### config.mk
export PLATFORM = sky130hd
export DESIGN_NAME = load_store_unit
export DESIGN_NICKNAME = d
export VERILOG_FILES = /design/src/rtl/load_store_unit.sv
export SDC_FILE = /design/constraint.sdc
export NUM_CORES = 1
export LEC_CHECK = 0
export CORE_UTILIZATION = 54
export DETAILED_ROUTE_END_ITERATION = 7
export DONT_BUFFER_PORTS = 1
export PLACE_DENSITY = 0.72
export SLEW_MARGIN = 10
export SYNTH_ARGS = -nofsm -noshare
export SYNTH_HDL_FRONTEND = slang
export SYNTH_SLANG_ARGS = --single-unit
### constraint.sdc
create_clock -name Clk -period 1.38 [get_ports Clk]
set_clock_uncertainty 0.2 [all_clocks]
set_input_delay 0.207 -clock Clk [delete_from_list [all_inputs] [get_ports Clk]]
set_output_delay 0.207 -clock Clk [all_outputs]
set_load 0.05 [all_outputs]
### src/rtl/load_store_unit.sv
// rtl/load_store_unit.sv - load/store stage: req/ack bus master with one-cycle register write-back
// Bus timeout and load/store conflicts raise a sticky error flag.
module load_store_unit #(
    parameter int W  = 8,
    parameter int D  = 4,
    parameter int TO = 16
) (
    input  logic         Clk,
    input  logic         Reset,
    input  logic         LoadReq,
    input  logic         StoreReq,
    input  logic [W-1:0] Addr,
    input  logic [W-1:0] StoreData,
    input  logic [D-1:0] DestReg,
    output logic         Stall,
    output logic         WbEn,
    output logic [D-1:0] WbAddr,
    output logic [W-1:0] WbData,
    output logic         MemReq,
    output logic         MemWe,
    output logic [W-1:0] MemAddr,
    output logic [W-1:0] MemWData,
    input  logic [W-1:0] MemRData,
    input  logic         MemAck,
    output logic         Err
);

    localparam int CW = $clog2(TO + 1);

    typedef enum logic [1:0] {
        IDLE = 2'd0,
        BUS  = 2'd1,
        WB   = 2'd2
    } state_t;

    state_t         state_q, state_d;
    logic           mem_we_q, mem_we_d;
    logic [W-1:0]   mem_addr_q, mem_addr_d;
    logic [W-1:0]   mem_wdata_q, mem_wdata_d;
    logic [D-1:0]   dest_q, dest_d;
    logic [D-1:0]   wb_addr_q, wb_addr_d;
    logic [W-1:0]   wb_data_q, wb_data_d;
    logic           err_q, err_d;
    logic [CW-1:0]  cnt_q, cnt_d;
    logic [CW-1:0]  cnt_inc;

    always_ff @(posedge Clk) begin
        if (Reset) begin
            state_q     <= IDLE;
            mem_we_q    <= 1'b0;
            mem_addr_q  <= '0;
            mem_wdata_q <= '0;
            dest_q      <= '0;
            wb_addr_q   <= '0;
            wb_data_q   <= '0;
            err_q       <= 1'b0;
            cnt_q       <= '0;
        end else begin
            state_q     <= state_d;
            mem_we_q    <= mem_we_d;
            mem_addr_q  <= mem_addr_d;
            mem_wdata_q <= mem_wdata_d;
            dest_q      <= dest_d;
            wb_addr_q   <= wb_addr_d;
            wb_data_q   <= wb_data_d;
            err_q       <= err_d;
            cnt_q       <= cnt_d;
        end
    end

    always_comb begin
        state_d     = state_q;
        mem_we_d    = mem_we_q;
        mem_addr_d  = mem_addr_q;
        mem_wdata_d = mem_wdata_q;
        dest_d      = dest_q;
        wb_addr_d   = wb_addr_q;
        wb_data_d   = wb_data_q;
        err_d       = err_q;
        cnt_d       = cnt_q;
        cnt_inc     = cnt_q + CW'(1);
        case (state_q)
            IDLE: begin
                if (LoadReq || StoreReq) begin
                    state_d     = BUS;
                    // a simultaneous load wins; the store is dropped and flagged
                    mem_we_d    = ~LoadReq;
                    mem_addr_d  = Addr;
                    mem_wdata_d = StoreData;
                    dest_d      = DestReg;
                    cnt_d       = '0;
                    if (LoadReq && StoreReq) err_d = 1'b1;
                end
            end
            BUS: begin
                if (MemAck) begin
                    if (mem_we_q) begin
                        state_d = IDLE;
                    end else begin
                        state_d   = WB;
                        wb_data_d = MemRData;
                        wb_addr_d = dest_q;
                    end
                end else begin
                    cnt_d = cnt_inc;
                    if (cnt_inc == CW'(TO)) begin
                        state_d = IDLE;
                        err_d   = 1'b1;
                    end
                end
            end
            WB:      state_d = IDLE;
            default: state_d = IDLE;
        endcase
    end

    always_comb begin
        MemReq   = (state_q == BUS);
        WbEn     = (state_q == WB);
        Stall    = ((state_q == IDLE) && (LoadReq || StoreReq)) || (state_q != IDLE);
        MemWe    = mem_we_q;
        MemAddr  = mem_addr_q;
        MemWData = mem_wdata_q;
        WbAddr   = wb_addr_q;
        WbData   = wb_data_q;
        Err      = err_q;
    end

endmodule

==> results of run 1 <==
[through the flow]
step / setup WS (ns) / area, um2 / power, uW / hold WS [ns] / std cells
2_1_floorplan: -0.0834 / 1560 / 1810 / 0.0961 / 190
3_3_place_gp: -0.0205 / 1910 / 1990 / 0.0774 / 255
3_5_place_dp: -0.147 / 1910 / 2020 / 0.0792 / 255
4_1_cts: -0.180 / 2140 / 2760 / -0.316 / 270
5_1_grt: -0.262 / 2420 / 3020 / -0.338 / 274
6_report: -0.226 / 2420 / 2920 / -0.319 / 274
[worst paths after layout]
| path | slack (ns) | from | cells after the start | to |
|---|---|---|---|---|
| max | -0.23 | state_q[1] | 4 | Stall |
| min | -0.32 | Reset | 1 | WbData[0] |
| max reg2reg | -0.21 | state_q[1] | 7 | MemAddr[1] |
| min reg2reg | 0.27 | MemWData[7] | 2 | MemWData[7] |
[worst max-delay path: stages (launching register included)]
cell	delay (ns)
dfxtp_4	0.39
buf_6	0.12
nor2_4	0.09
nand2_2	0.08
buf_8	0.17
[per-layer routing]
| metal | vias up | wire length [um] | GRT usage [%] |
|---|---|---|---|
| met1 | 788 | 1880 | 26.6 |
| li1 | 743 | - | - |
| met5 | - | 0 | 0 |
| met2 | 92 | 2650 | 44.6 |
| met3 | 24 | 323 | 10.1 |
| met4 | 0 | 197 | 13.9 |
[placed cells by master, fill, tap and decap left out, types with 2 or more instances in the layout]
cell type,count
a211oi_1,2
a21oi_1,17
a21oi_2,19
a41oi_2,2
buf_12,3
buf_4,32
buf_6,18
buf_8,2
clkbuf_4,5
dfxtp_1,34
dfxtp_2,5
dfxtp_4,2
nand2_1,45
nand2_2,14
nand2_4,10
nand3_1,2
nand3b_1,2
nor2_1,5
[repair_timing]
item,4_1_cts,5_1_grt
resized for setup,29,68
cloned,2,2
endpoints found under the hold margin,41,41
endpoints found under the setup margin,33,46
buffers inserted,5,2
pin swaps,4,26
[area by class of cell]
class                           instances  area (um2)
Clock buffer                            6        51.3
Clock inverter                          2        13.8
Fill cell                             119         310
Inverter                                1        3.75
Multi-Input combinational cell        137         923
Sequential cell                        41         835
Tap cell                               31        38.8
Timing Repair Buffer                   56         558
[power by group]
part | switching [uW] | leakage [uW] | total, uW | internal, uW
Sequential | 69.4 | 0.000339 | 1340 | 1270
Combinational | 553 | 0.000633 | 923 | 370
Clock | 409 | 0.0000382 | 657 | 249
[kinds of logic after synthesis]
family / count (synthesis) / share of synthesized area (%)
AND/OR/NAND/NOR: 88 / 24.5
AO/OA/AOI/OAI: 46 / 16.7
flip-flops: 41 / 53.0
buffers and inverters: 12 / 3.72
XOR/XNOR: 1 / 0.566
multiplexers: 1 / 0.647
adder cells (fa/ha/maj): 1 / 0.808
[sequential cells by signal, indices dropped and copies added (netlist names)]
| name | count |
|---|---|
| cnt_q | 5 |
| WbAddr | 4 |
| state_q | 2 |
| MemWData | 8 |
| MemAddr | 8 |
| dest_q | 4 |
| Err | 1 |
| MemWe | 1 |
| WbData | 8 |
==> impl_metrics.json, run 1 <==
{
  "fin_crit_sh_pct": 116,
  "port_buffers": 0,
  "row_count": 19,
  "syn_avg_cell_area_um2": 8.15,
  "hold_ws_ns": -0.319,
  "drt-initial-drc-count": 99,
  "yosysTopAreaCell": "dfxtp_1",
  "finalWirelength_um": 5050,
  "gr-total-overflow": 0,
  "drt-wirelength-per-cell_um": 18.4,
  "p_leak_uw": 0.00101,
  "crit_path_end_kind": "output port",
  "die_w_um": 55.5,
  "synth_seq_cells": 41,
  "synth_edf_count": 0,
  "syn_inst": 190,
  "drive_gt1_share_pct": 52.3,
  "n_antenna_cell": 0,
  "avgViaCountPerCell": 6.01,
  "rsz0062_at_grt": "true",
  "initial_core_util_pct": 56.6,
  "grt_pass1_vias": 1429,
  "place_congestion": 0.765,
  "synth.net_count": 224,
  "synthArstFlopShare_pct": 0,
  "cp.arrival_ns": 1.20,
  "cts-root-buf": "clkbuf_4",
  "setup_slack_ns": -0.226,
  "yosys_warnings": 0,
  "ys_top_cells_by_area": "dfxtp_1, nand2_1, a21oi_1, a211oi_1, nor2_1",
  "grt_antenna_before_repair": 0,
  "fmax_ghz": 0.623,
  "fp.coreArea_mm2": 0.00273,
  "cts_buffers": 5,
  "area_growth_pct": 56.6,
  "finalNetCount": 276,
  "drc": 0,
  "grt_use_total_pct": 25.8,
  "drt.antenna.violating_nets": 0,
  "drv_slew": 0,
  "cts_sinks": 41,
  "synth_flop_cell": "dfxtp_1",
  "tightest_slew_ns": 0.327,
  "synth_top_area_share_pct": 53.0,
  "max-vdd-ir-drop_mv": 1.26,
  "ys_top_cells_by_count": "nand2_1, dfxtp_1, a21oi_1, nor2_1",
  "relSlewSlack_pct": 78.1,
  "power_density_mw_per_mm2": 1200,
  "grt_pass1_wl_um": 6100,
  "crit_fanout": 4,
  "io_pins": 66,
  "start_kind": "flop",
  "drv_cap": 0,
  "ys_types": 28,
  "post-synth-top-count-cell": "nand2_1",
  "min_period_ns": 1.61,
  "final_util_pct": 88.6,
  "grt_max_degree": 43,
  "fin_setup_tns_ns": -6.56,
  "setup-violations-final": 44,
  "hold_violations": 41,
  "dpl.hpwl_um": 2500,
  "clock_latency_ns": 0.36,
  "path_clk_slew_ns": 0.13,
  "critPathRequiredTime_ns": 0.97,
  "hp-class": "in -> reg",
  "path_class": "reg -> out",
  "clock_path_buffers": 2,
  "syn_area_mm2": 0.00155,
  "h-tree-depth": 2,
  "failed_checks": "negative hold slack, negative setup slack",
  "die_area_mm2": 0.00308,
  "seq_area_frac_synth_pct": 53.0,
  "die_y_um": 55.5,
  "status": "finished with violations",
  "cts_tree": "built",
  "vias": 1647,
  "first_pass_iters": 4
}
Note: power is estimated with default switching activity, not from simulation.
==> inputs of run 2 (changes only) <==
Settings changed: SKIP_LAST_GASP set to 1.
==> run 2 against run 1 <==
Net effect:
- the flow finishes with violations (design-rule violations, negative hold slack, negative setup slack)
- global-route usage grew 0.40 points
- non-clock buffer count shrank 1
- worst setup slack lost 0.12 ns
- core utilization grew 1.9 points
- combinational power grew 7.4%
- sequential cell count is the same
- critical path type is now reg -> reg
- critical endpoint is now cnt_q[4]
- largest cell class unchanged
==> impl_metrics.json, run 2 (synthesis results as in run 1) <==
{
  "status": "finished with violations",
  "failed_checks": "design-rule violations, negative hold slack, negative setup slack",
  "grt_pass1_vias": 1441,
  "drt-initial-drc-count": 155,
  "vias": 1741,
  "cts-root-buf": "clkbuf_4",
  "clock_path_buffers": 2,
  "path_class": "reg -> reg",
  "drv_cap": 0,
  "tightest_slew_ns": 0.396,
  "area_growth_pct": 59.9,
  "cts_sinks": 41,
  "clkPwrFrac_pct": 22.5,
  "dpl.hpwl_um": 2500,
  "grt_use_met1_pct": 27.5,
  "crit_chain": "buf_6, nor3b_4, buf_12, a41oi_1, a211oi_1",
  "io_pins": 66,
  "hp-class": "in -> reg",
  "min_period_ns": 1.72,
  "grt_pass1_wl_um": 6200,
  "stdcell_count": 273,
  "p_sw_uw": 1100,
  "final_common_cell": "nand2_1",
  "fp.coreArea_mm2": 0.00273,
  "clock_latency_ns": 0.36,
  "hold_violations": 41,
  "fmax_ghz": 0.580,
  "busiest_layer": "met2",
  "gr-total-overflow": 0,
  "grt.met3_usage_pct": 9.84,
  "finalNetCount": 275,
  "crit_slowest_cell": "dfxtp_4",
  "avgViaCountPerCell": 6.38,
  "relSlewSlack_pct": 73.5,
  "die_area_mm2": 0.00308,
  "final_util_pct": 90.5,
  "met2_usage_pct": 45.1,
  "fin_setup_tns_ns": -8.42,
  "drive_gt1_share_pct": 55.8,
  "fill_cells": 118,
  "grt_max_degree": 43,
  "path_clk_slew_ns": 0.14,
  "start_kind": "flop",
  "crit_path_end_kind": "flop",
  "power_frac_comb_pct": 32.9,
  "place_inst": 255,
  "h-tree-depth": 2,
  "max-vdd-ir-drop_mv": 1.29,
  "drt-wirelength-per-cell_um": 21.8,
  "crit_path_max_incr_delay_ns": 0.39,
  "power_density_mw_per_mm2": 1220,
  "hold_ws_ns": -0.315,
  "row_count": 19,
  "p_leak_uw": 0.00104,
  "grt_antenna_before_repair": 0,
  "rsz0062_at_grt": "true",
  "critPathRequiredTime_ns": 1.41,
  "setup_slack_ns": -0.344,
  "drv_slew": 0,
  "p_int_uw": 1910,
  "first_pass_iters": 6,
  "setup-violations-final": 47,
  "cp.arrival_ns": 1.76,
  "die_w_um": 55.5,
  "drt.antenna.violating_nets": 0,
  "cp_top_family": "compound AO/OA/AOI/OAI gates",
  "cts_buffers": 5,
  "final_cell_mix": "nand2_1, dfxtp_1, buf_4",
  "finalWirelength_um": 5960,
  "port_buffers": 0,
  "swShare_pct": 36.6,
  "initial_core_util_pct": 56.6,
  "path_buf_inv": 2,
  "die_y_um": 55.5,
  "p_seq_share_pct": 44.6,
  "drc": 2,
  "cts_tree": "built",
  "n_antenna_cell": 0,
  "crit_fanout": 9,
  "place_congestion": 0.765,
  "fin_crit_sh_pct": 125,
  "grt_use_total_pct": 26.2
}
## run 2: cell type report
type	instances	area, um2	share of cell area, %
flip-flops and latches	41	833	33.7
clock buffers	6	51.3	2.07
repair buffers	55	556	22.4
well taps	31	38.8	1.57
multi-input cells	137	978	39.5
inverters	1	3.75	0.152
clock inverters	2	13.8	0.556
## run 2: per-stage QoR
stage,power [uW],hold WS (ns),area (um2),setup WS [ns]
after detailed placement,2020,0.0792,1910,-0.147
after CTS,2750,-0.316,2120,-0.180
final,3010,-0.315,2470,-0.344
after floorplan,1810,0.0961,1560,-0.0834
after global placement,1990,0.0774,1910,-0.0205
after global routing,3090,-0.337,2470,-0.391
## run 2: repair_timing
action	CTS	global route
resized for setup	24	90
pin swaps	4	49
setup endpoints to repair	33	47
buffers inserted	5	1
hold endpoints to repair	41	41
gates cloned	2	2
## run 2: worst register-to-register path, stage by stage (launching register included)
cell and delay, ns:
dfxtp_4 0.39, buf_6 0.13, nor3b_4 0.25, buf_12 0.17, a41oi_1 0.16, a211oi_1 0.29
## run 2: worst paths after layout
path	end	depth (start not counted)	slack, ns	startpoint
min	WbData[1]	1	-0.32	Reset
min reg2reg	MemWData[7]	2	0.27	MemWData[7]
max reg2reg	cnt_q[4]	5	-0.34	state_q[1]
max	cnt_q[4]	5	-0.34	state_q[1]
## run 2: layer usage
metal	part of all wire (%)	wire [um]
met2	50	2980
met1	36	2120
met5	0	0
met4	6.1	363
met3	8.2	488
## run 2: power groups by stage
stage          sequential, uW  clock, uW  combinational (uW)
2_1_floorplan            1560          0                 256
3_3_place_gp             1340          0                 657
3_5_place_dp             1340          0                 676
4_1_cts                  1320        647                 783
5_1_grt                  1350        721                1020
6_report                 1340        679                 991
